$ cat config.mk
export PLATFORM = sky130hd
export DESIGN_NAME = kaipokrandt_fsm_fetch_dispatch
export DESIGN_NICKNAME = d
export VERILOG_FILES = /design/src/rtl/kaipokrandt_isa_pkg.sv /design/src/rtl/kaipokrandt_fsm_fetch_dispatch_class_decode.sv /design/src/rtl/kaipokrandt_fsm_fetch_dispatch.sv
export SDC_FILE = /design/constraint.sdc
export NUM_CORES = 1
export LEC_CHECK = 0
export CORE_UTILIZATION = 47
export DETAILED_ROUTE_END_ITERATION = 10
export MAX_ROUTING_LAYER = met4
export PLACE_DENSITY = 0.88
export SYNTH_ARGS = -nofsm -noshare
export SYNTH_HDL_FRONTEND = slang
export SYNTH_SLANG_ARGS = --single-unit
$ cat constraint.sdc
create_clock -name clk -period 1.72 [get_ports clk]
set_input_delay 0.258 -clock clk [delete_from_list [all_inputs] [get_ports clk]]
set_output_delay 0.258 -clock clk [all_outputs]
set_load 0.05 [all_outputs]
$ cat src/rtl/kaipokrandt_isa_pkg.sv
// -----------------------------------------------------------------------------
// kaipokrandt_isa_pkg
// Shared ISA definitions for the execution datapath and its sequencers:
//   - instruction width and fixed IR field bit positions
//   - instruction class codes (IR[15:12])
//   - ALU operation codes (IR[11:8] for ALU classes)
//   - helper to extract the class field from an instruction word
// No ports; imported with `import kaipokrandt_isa_pkg::*;`.
// -----------------------------------------------------------------------------
package kaipokrandt_isa_pkg;

  localparam int ISA_IW = 16;

  // IR field positions: [15:12] class, [11:8] alu_op, [7:4] dst, [3:0] src
  localparam int IR_CLS_MSB = 15;
  localparam int IR_CLS_LSB = 12;
  localparam int IR_OP_MSB  = 11;
  localparam int IR_OP_LSB  = 8;
  localparam int IR_DST_MSB = 7;
  localparam int IR_DST_LSB = 4;
  localparam int IR_SRC_MSB = 3;
  localparam int IR_SRC_LSB = 0;

  // Instruction class codes
  localparam logic [3:0] CLS_NOP     = 4'h0;
  localparam logic [3:0] CLS_ALU_REG = 4'h1;
  localparam logic [3:0] CLS_ALU_IMM = 4'h2;
  localparam logic [3:0] CLS_LOAD    = 4'h3;
  localparam logic [3:0] CLS_STORE   = 4'h4;
  localparam logic [3:0] CLS_JMP     = 4'h5;
  localparam logic [3:0] CLS_HALT    = 4'hF;

  // ALU operation codes carried in the alu_op field
  typedef enum logic [3:0] {
    ALU_ADD = 4'h0,
    ALU_SUB = 4'h1,
    ALU_AND = 4'h2,
    ALU_OR  = 4'h3,
    ALU_XOR = 4'h4,
    ALU_NOT = 4'h5,
    ALU_SHL = 4'h6,
    ALU_SHR = 4'h7,
    ALU_MOV = 4'h8,
    ALU_CMP = 4'h9,
    ALU_INC = 4'hA,
    ALU_DEC = 4'hB
  } alu_op_e;

  function automatic logic [3:0] ir_class(input logic [ISA_IW-1:0] ir);
    return ir[IR_CLS_MSB:IR_CLS_LSB];
  endfunction

endpackage

$ cat src/rtl/kaipokrandt_fsm_fetch_dispatch_class_decode.sv
// -----------------------------------------------------------------------------
// kaipokrandt_class_decode
// Purely combinational decode of a 4-bit instruction class into one-hot
// dispatch strobes plus NOP / HALT / illegal flags. Exactly one output is
// high for any input value.
// Ports:
//   cls_i       in  4  instruction class
//   alu_reg_o   out 1  class ALU register
//   alu_imm_o   out 1  class ALU immediate
//   mem_o       out 1  class LOAD or STORE
//   jmp_o       out 1  class JMP
//   nop_o       out 1  class NOP
//   halt_o      out 1  class HALT
//   illegal_o   out 1  any unassigned class
// -----------------------------------------------------------------------------
module kaipokrandt_class_decode
  import kaipokrandt_isa_pkg::*;
(
  input  logic [3:0] cls_i,
  output logic       alu_reg_o,
  output logic       alu_imm_o,
  output logic       mem_o,
  output logic       jmp_o,
  output logic       nop_o,
  output logic       halt_o,
  output logic       illegal_o
);

  always_comb begin
    // NOTE: every output gets a default before the case so no path can infer a latch.
    alu_reg_o = 1'b0;
    alu_imm_o = 1'b0;
    mem_o     = 1'b0;
    jmp_o     = 1'b0;
    nop_o     = 1'b0;
    halt_o    = 1'b0;
    illegal_o = 1'b0;
    case (cls_i)
      CLS_NOP:             nop_o     = 1'b1;
      CLS_ALU_REG:         alu_reg_o = 1'b1;
      CLS_ALU_IMM:         alu_imm_o = 1'b1;
      CLS_LOAD, CLS_STORE: mem_o     = 1'b1;
      CLS_JMP:             jmp_o     = 1'b1;
      CLS_HALT:            halt_o    = 1'b1;
      default:             illegal_o = 1'b1;
    endcase
  end

endmodule

$ cat src/rtl/kaipokrandt_fsm_fetch_dispatch.sv
// -----------------------------------------------------------------------------
// kaipokrandt_fsm_fetch_dispatch
// Upstream sequencer for the execution FSMs. Fetches one instruction word over
// the shared bus, latches it, decodes its class, issues a one-cycle start pulse
// with stable class strobes, and waits for the execution FSM's done pulse.
// Owns PC increment, HALT and error (illegal class, memory or execution timeout).
// Ports:
//   clk          in   1   clock, rising edge
//   reset        in   1   asynchronous, active-low
//   run          in   1   level; enables fetching from idle
//   instr_in     in   IW  MDR contents, valid when mem_ready is seen
//   mem_ready    in   1   memory read complete
//   exec_done    in   1   OR of all execution-FSM done pulses
//   pc_out_en    out  1   PC drives bus (only bus driver asserted here)
//   mar_ld       out  1   MAR loads from bus
//   mem_rd       out  1   memory read request, held while waiting
//   ir_ld        out  1   IR loads instr_in
//   pc_inc       out  1   PC += 1
//   start        out  1   one-cycle dispatch pulse
//   dec_alu_reg  out  1   class ALU register strobe
//   dec_alu_imm  out  1   class ALU immediate strobe
//   dec_mem      out  1   class LOAD/STORE strobe
//   dec_jmp      out  1   class JMP strobe
//   alu_op_out   out  4   registered alu_op field
//   dst_sel      out  4   registered dst field
//   src_sel      out  4   registered src field
//   busy         out  1   high except in idle, halt, error
//   halted       out  1   high in halt
//   err          out  1   high in error
// -----------------------------------------------------------------------------
module kaipokrandt_fsm_fetch_dispatch
  import kaipokrandt_isa_pkg::*;
#(
  parameter int IW           = ISA_IW,
  parameter int MEM_TIMEOUT  = 15,
  parameter int EXEC_TIMEOUT = 63
) (
  input  logic          clk,
  input  logic          reset,
  input  logic          run,
  input  logic [IW-1:0] instr_in,
  input  logic          mem_ready,
  input  logic          exec_done,
  output logic          pc_out_en,
  output logic          mar_ld,
  output logic          mem_rd,
  output logic          ir_ld,
  output logic          pc_inc,
  output logic          start,
  output logic          dec_alu_reg,
  output logic          dec_alu_imm,
  output logic          dec_mem,
  output logic          dec_jmp,
  output logic [3:0]    alu_op_out,
  output logic [3:0]    dst_sel,
  output logic [3:0]    src_sel,
  output logic          busy,
  output logic          halted,
  output logic          err
);

  typedef enum logic [3:0] {
    S_IDLE   = 4'd0,
    S_FADDR  = 4'd1,
    S_FWAIT  = 4'd2,
    S_FLATCH = 4'd3,
    S_DEC    = 4'd4,
    S_DISP   = 4'd5,
    S_WAIT   = 4'd6,
    S_HALT   = 4'd7,
    S_ERR    = 4'd8
  } state_e;

  // The wait counter reads 0 on the first cycle of a wait state, so the last
  // cycle allowed without the awaited event has count TIMEOUT-1.
  localparam logic [7:0] MEM_LIM  = 8'(MEM_TIMEOUT - 1);
  localparam logic [7:0] EXEC_LIM = 8'(EXEC_TIMEOUT - 1);

  state_e     state_q, state_d;
  logic [7:0] cnt_q, cnt_d;
  logic [3:0] cls_q, alu_op_q, dst_q, src_q;

  logic cd_alu_reg, cd_alu_imm, cd_mem, cd_jmp, cd_nop, cd_halt, cd_illegal;
  logic strobe_window;

  kaipokrandt_class_decode u_class_decode (
    .cls_i     (cls_q),
    .alu_reg_o (cd_alu_reg),
    .alu_imm_o (cd_alu_imm),
    .mem_o     (cd_mem),
    .jmp_o     (cd_jmp),
    .nop_o     (cd_nop),
    .halt_o    (cd_halt),
    .illegal_o (cd_illegal)
  );

  always_ff @(posedge clk or negedge reset) begin
    if (!reset) begin
      state_q  <= S_IDLE;
      cnt_q    <= '0;
      // NOTE: decode registers are reset so the field outputs read 0, not X, out of reset.
      cls_q    <= '0;
      alu_op_q <= '0;
      dst_q    <= '0;
      src_q    <= '0;
    end else begin
      // NOTE: non-blocking assignments so every register samples pre-edge values.
      state_q <= state_d;
      cnt_q   <= cnt_d;
      if (state_q == S_FLATCH) begin
        cls_q    <= ir_class(instr_in[ISA_IW-1:0]);
        alu_op_q <= instr_in[IR_OP_MSB:IR_OP_LSB];
        dst_q    <= instr_in[IR_DST_MSB:IR_DST_LSB];
        src_q    <= instr_in[IR_SRC_MSB:IR_SRC_LSB];
      end
    end
  end

  // Next state and Moore outputs
  always_comb begin
    state_d   = state_q;
    pc_out_en = 1'b0;
    mar_ld    = 1'b0;
    mem_rd    = 1'b0;
    ir_ld     = 1'b0;
    pc_inc    = 1'b0;
    start     = 1'b0;
    halted    = 1'b0;
    err       = 1'b0;
    case (state_q)
      S_IDLE: begin
        if (run) state_d = S_FADDR;
      end
      S_FADDR: begin
        pc_out_en = 1'b1;
        mar_ld    = 1'b1;
        state_d   = S_FWAIT;
      end
      S_FWAIT: begin
        mem_rd = 1'b1;
        // A ready on the final allowed cycle still wins over the timeout.
        if (mem_ready)              state_d = S_FLATCH;
        else if (cnt_q >= MEM_LIM)  state_d = S_ERR;
      end
      S_FLATCH: begin
        ir_ld   = 1'b1;
        state_d = S_DEC;
      end
      S_DEC: begin
        pc_inc = 1'b1;
        if (cd_nop)          state_d = S_IDLE;
        else if (cd_halt)    state_d = S_HALT;
        else if (cd_illegal) state_d = S_ERR;
        else                 state_d = S_DISP;
      end
      S_DISP: begin
        start   = 1'b1;
        state_d = S_WAIT;
      end
      S_WAIT: begin
        if (exec_done)              state_d = S_IDLE;
        else if (cnt_q >= EXEC_LIM) state_d = S_ERR;
      end
      S_HALT:  halted = 1'b1;
      S_ERR:   err    = 1'b1;
      default: state_d = S_ERR;
    endcase
  end

  // Wait counter: cleared on every state change (hence on entry to both wait
  // states), otherwise counts up and saturates.
  always_comb begin
    cnt_d = cnt_q;
    if (state_d != state_q)  cnt_d = '0;
    else if (cnt_q != 8'hFF) cnt_d = cnt_q + 8'd1;
  end

  assign busy = (state_q != S_IDLE) && (state_q != S_HALT) && (state_q != S_ERR);

  // Strobes only show while the execution FSM owns the instruction.
  assign strobe_window = (state_q == S_DISP) || (state_q == S_WAIT);
  assign dec_alu_reg   = strobe_window & cd_alu_reg;
  assign dec_alu_imm   = strobe_window & cd_alu_imm;
  assign dec_mem       = strobe_window & cd_mem;
  assign dec_jmp       = strobe_window & cd_jmp;

  assign alu_op_out = alu_op_q;
  assign dst_sel    = dst_q;
  assign src_sel    = src_q;

endmodule

==> insert_results.sql, run 1 <==
INSERT INTO impl_metrics (metric_group, metric, value, unit) VALUES
('status', 'outcome', 'did not finish', ''),
('status', 'haltStage', 'global routing (5_1_grt)', ''),
('status', 'first-error', '[ERROR DPL-0033] detailed placement checks failed during check placement.', ''),
('logic_synthesis', 'asyncSetResetFlopFracSynth', '100', '%'),
('placed_design', 'gp_congestion', '0.829', ''),
('die', 'die_outline_height', '60.5', 'um'),
('die', 'num_rows', '20', ''),
('die', 'design.portCount', '46', ''),
('logic_synthesis', 'ys_seq_area_share', '43.5', '%'),
('logic_synthesis', 'yosysWarnings', '0', ''),
('grt', 'grt_antenna_before_repair', '0', ''),
('cts', 'cts-root-to-sink-buffers', '2', ''),
('cts', 'cts_htree_levels', '1', ''),
('cts', 'cts.root.buffer_cell', 'clkbuf_4', ''),
('logic_synthesis', 'synth_cell_types', '46', ''),
('grt', 'grt_start_max_net_pins', '29', ''),
('timing', 'postGrtWorstEndpoint', 'dec_alu_imm', ''),
('cts', 'clkSinkCount', '28', ''),
('logic_synthesis', 'ys_seq_elements', '28', ''),
('placed_design', 'dp_hpwl', '3090', 'um'),
('die', 'die-width', '60.5', 'um'),
('placed_design', 'portBuffers', '45', ''),
('timing', 'worst_endpoint_kind', 'output port', ''),
('placed_design', 'placed_cells', '253', ''),
('logic_synthesis', 'synth_cells', '160', ''),
('die', 'floorplan.initialDensity', '51.0', '%'),
('logic_synthesis', 'mean_syn_cell_area', '10.1', 'um^2'),
('cts', 'cts_hold_buf', '0', ''),
('cts', 'number_of_buffers_inserted_during_clock_tree_synthesis', '3', ''),
('logic_synthesis', 'mappedNetlistArea', '0.00161', 'mm^2'),
('logic_synthesis', 'synth_ff_type', 'dfrtp_1', ''),
('logic_synthesis', 'number_of_enable_type_register_cells_in_the_synthesized_netlist', '0', ''),
('logic_synthesis', 'synth_fp_nets', '183', '');
==> synth_stat cells (3+ instances only) <==
master	instances	area share (%)
mux2_2	15	10
nand2b_1	3	1.2
nand3_1	5	1.6
o21ai_0	3	0.93
buf_2	6	1.9
nor2b_1	3	1.2
nand2_1	10	2.3
inv_1	4	0.93
nor3_1	5	1.6
o31ai_1	3	1.4
dfrtp_1	28	44
a21oi_1	7	2.2
nor2_1	19	4.4
and3_1	3	1.2
nor4b_1	4	2.2
xnor2_1	5	2.7
==> per-stage QoR <==
step / instance area (um^2) / hold slack [ps] / setup slack [ps] / util, % / setup TNS (ps)
detailed placement: 2360 / 497 / -115 / 75.0 / -444
CTS: 2650 / 281 / -348 / 84.0 / -2900
floorplan: 1710 / -37.6 / -212 / - / -709
global placement: 2360 / 486 / -57.1 / 75.0 / -142
==> timing repair <==
| item | 4_1_cts |
|---|---|
| resized for setup | 28 |
| setup buffers | 13 |
| pin swaps | 17 |
| endpoints found under the setup margin | 21 |
==> logic make-up after synthesis <==
family / Yosys count / share of synthesized area (%)
AOI/OAI and AO/OA: 27 / 12.5
and+or+nand+nor: 65 / 22.3
DFF: 28 / 43.5
adders and majority gates: 2 / 1.55
buffers and inverters: 15 / 4.90
xor gates and xnor gates: 5 / 2.72
muxes: 18 / 12.4
==> run 2, diff against run 1 <==
--- a/config.mk
+++ b/config.mk
@@ -5,10 +5,9 @@
 export SDC_FILE = /design/constraint.sdc
 export NUM_CORES = 1
 export LEC_CHECK = 0
-export CORE_UTILIZATION = 47
+export CORE_UTILIZATION = 35
 export DETAILED_ROUTE_END_ITERATION = 10
-export MAX_ROUTING_LAYER = met4
-export PLACE_DENSITY = 0.88
+export PLACE_DENSITY_LB_ADDON = 0.15
 export SYNTH_ARGS = -nofsm -noshare
 export SYNTH_HDL_FRONTEND = slang
 export SYNTH_SLANG_ARGS = --single-unit
==> run 2 against run 1 <==
Compared with the run above:
- the flow now finishes, with violations (negative setup slack)
- synthesized cell count did not move
- area after synthesis did not move
==> insert_results.sql, run 2 <==
INSERT INTO impl_metrics (metric_group, metric, value, unit) VALUES
('status', 'outcome', 'finished with violations', ''),
('status', 'failed_checks', 'negative setup slack', ''),
('final_layout', 'most-common-layout-cells', 'buf_4 (46), dfrtp_1 (26), clkdlybuf4s50_1 (20), buf_12 (15), nor2_1 (12)', ''),
('cts', 'cts_hold_buf', '0', ''),
('logic_synthesis', 'ys_seq_elements', '28', ''),
('final_layout', 'layout-drive-gt1-share', '52.3', '%'),
('final_layout', 'areaGrowthSynthToFinish', '76.2', '%'),
('route', 'remaining_drc_errors', '0', ''),
('route', 'vias_per_inst', '5.04', ''),
('cts', 'worst_skew_pair_latency', '270', 'ps'),
('job', 'maxCapViolCount', '0', ''),
('cts', 'cts-root-to-sink-buffers', '2', ''),
('critical_path', 'timing.critical_path.arrival', '1690', 'ps'),
('logic_synthesis', 'synth_fp_nets', '183', ''),
('die', 'die-width', '69.8', 'um'),
('logic_synthesis', 'number_of_enable_type_register_cells_in_the_synthesized_netlist', '0', ''),
('logic_synthesis', 'mean_syn_cell_area', '10.1', 'um^2'),
('die', 'die_outline_height', '69.8', 'um'),
('final_layout', 'antenna-diode-count', '0', ''),
('logic_synthesis', 'synth_ff_type', 'dfrtp_1', ''),
('die', 'num_rows', '24', ''),
('logic_synthesis', 'mappedNetlistArea', '0.00161', 'mm^2'),
('route', 'wl', '4440', 'um'),
('cts', 'number_of_buffers_inserted_during_clock_tree_synthesis', '3', ''),
('timing', 'relSlewSlack', '74.6', '%'),
('timing', 'max_freq', '514', 'MHz'),
('placed_design', 'dp_hpwl', '2990', 'um'),
('grt', 'track_usage', '17.0', '%'),
('logic_synthesis', 'asyncSetResetFlopFracSynth', '100', '%'),
('final_layout', 'largest_register', 'cnt_q', ''),
('route', 'initialDrtViolationCount', '69', ''),
('critical_path', 'cp-start-kind', 'flop', ''),
('timing', 'tightest_slew', '379', 'ps'),
('logic_synthesis', 'synth_cells', '160', ''),
('route', 'dr.pass1.iters', '4', ''),
('logic_synthesis', 'most_numerous_cell_in_the_yosys_netlist', 'dfrtp_1', ''),
('logic_synthesis', 'synth_cell_types', '46', ''),
('timing', 'hold_viol_final', '0', ''),
('timing', 'min_period_over_period', '113', '%'),
('final_layout', 'fin_area', '0.00284', 'mm^2'),
('placed_design', 'postPlaceCellArea', '0.00241', 'mm^2'),
('placed_design', 'portBuffers', '45', ''),
('die', 'design.portCount', '46', ''),
('grt', 'grt_start_max_net_pins', '29', ''),
('critical_path', 'worst-path-max-fanout', '3', ''),
('die', 'floorplan.initialDensity', '36.7', '%'),
('timing', 'worst_slack', '-227', 'ps'),
('power_and_ir_drop', 'lkg_pwr', '1.26', 'nW'),
('grt', 'grt_pass1_vias', '1397', ''),
('grt', 'grt_first_pass_wirelength', '6680', 'um'),
('placed_design', 'gp_congestion', '0.854', ''),
('cts', 'cts.root.buffer_cell', 'clkbuf_8', ''),
('timing', 'hold_slack', '358', 'ps'),
('final_layout', 'mostFrequentLayoutCell', 'buf_4', ''),
('power_and_ir_drop', 'power.density_cell_area', '379', 'mW/mm^2'),
('logic_synthesis', 'yosys.area.top_type_share', '43.5', '%'),
('critical_path', 'worst_ep_required_time', '1460', 'ps'),
('cts', 'cts_tree', 'done', ''),
('final_layout', 'finalNetCount', '266', ''),
('route', 'drt-wirelength-per-cell', '15.2', 'um'),
('final_layout', 'max_ffs_per_register', '8', ''),
('logic_synthesis', 'synth.area.top_cells', 'dfrtp_1 (44%), mux2_2 (10%), nor2_1 (4.4%), xnor2_1 (2.7%), nand2_1 (2.3%)', ''),
('die', 'design.core.area', '0.00438', 'mm^2'),
('timing', 'final-max-slew-violation-count', '0', ''),
('timing', 'post-route-min-period', '1950', 'ps'),
('critical_path', 'end_kind', 'output pin', ''),
('power_and_ir_drop', 'ir_drop', '460', 'uV'),
('cts', 'clkSinkCount', '28', ''),
('timing', 'setup_repair_after_global_routing_missed_its_margin', 'true', ''),
('cts', 'cts.clk_slew.worst_paths', '100', 'ps'),
('timing', 'final.setup_skew', '10.7', 'ps'),
('grt', 'grt-ovfl-total', '0', ''),
('logic_synthesis', 'ys_seq_area_share', '43.5', '%'),
('hold_path', 'hold_class', 'primary input to asynchronous set/reset pin', ''),
('cts', 'cts_htree_levels', '1', ''),
('timing', 'timing.final.setup_violations', '23', ''),
('critical_path', 'critical_path_class', 'flop to output pin', ''),
('route', 'vias', '1478', ''),
('logic_synthesis', 'post-synth-top-area-cell', 'dfrtp_1', ''),
('logic_synthesis', 'yosysWarnings', '0', ''),
('route', 'drt.antenna.violating_nets', '0', ''),
('grt', 'grt_antenna_before_repair', '0', ''),
('logic_synthesis', 'synth.cells.most_frequent', 'dfrtp_1 (28), nor2_1 (19), mux2_2 (15)', ''),
('die', 'die_area', '0.00487', 'mm^2');
[run 2: cell counts after synthesis]
Identical to the previous run, type by type.
[run 2: kinds of logic after synthesis]
kind of cell / share of synthesized area [%]
adder cells (fa/ha/maj): 1.55
AND/OR/NAND/NOR: 22.3
AO/OA/AOI/OAI: 12.5
XOR/XNOR: 2.72
flip-flops: 43.5
buffers and inverters: 4.90
multiplexers: 12.4
[run 2: routing by layer]
metal  vias to the layer above  share of wire (%)  GRT usage, %  routed length (um)
li1                        732                  -             -                   -
met1                       720                 43          20.3                1920
met2                        22                 53          31.6                2370
met3                         4                2.5          3.05                 110
met4                         0                1.0          3.33                  45
met5                         -                  0             0                   0
[run 2: stage by stage]
step           setup TNS (ps)  instances  utilization, %  total power [W]  worst slack (ps)
2_1_floorplan            -709        160               -         0.000675              -212
4_1_cts                 -1300        269            56.7          0.00109              -261
3_3_place_gp             -253        264            54.9         0.000738             -70.5
5_1_grt                 -3410        293            64.7          0.00113              -304
6_report                -1990        293            64.7          0.00107              -227
3_5_place_dp             -545        264            54.9         0.000740              -113
[run 2: cell type report]
class	instances	area, um^2
fill	347	1550
multi-input combinational	117	1050
timing repair buffer	89	963
sequential	28	703
tap	52	65.1
clock buffer	3	41.3
inverter	4	15.0
[run 2: worst paths after layout]
path / startpoint / end / slack, ps / depth (start not counted)
setup / recovery: state_q[0]$_DFF_PN0_ / dec_alu_imm / -230 / 4
hold / removal: reset / src_sel[2]$_DFFE_PN0P_ / 360 / 2
setup reg to reg: state_q[2]$_DFF_PN0_ / cnt_q[2]$_DFFE_PN0P_ / -100 / 7
hold reg to reg: src_sel[1]$_DFFE_PN0P_ / src_sel[1]$_DFFE_PN0P_ / 520 / 1
max in group asynchronous: reset / cnt_q[1]$_DFFE_PN0P_ / 1070 / 2
min in group clk: src_sel[1]$_DFFE_PN0P_ / src_sel[1]$_DFFE_PN0P_ / 520 / 1
[run 2: critical path: stages, from the launching register on]
cell and delay (ps):
dfrtp_1 410, xnor2_1 140, or3_4 370, nor4b_4 320, buf_12 180
[run 2: repair_timing]
item                       in CTS  in global routing
gates resized for setup         8                 39
buffers inserted                4                 23
pin swaps                       5                 15
gates cloned                    0                  1
setup endpoints to repair      10                 19
[run 2: where the power goes]
| part | switching (W) | internal, W |
|---|---|---|
| logic | 0.0000246 | 0.0000456 |
| clock network | 0.000190 | 0.000157 |
| registers | 0 | 0.000658 |
| total | 0.000214 | 0.000860 |
(Power assumes the default switching activity.)
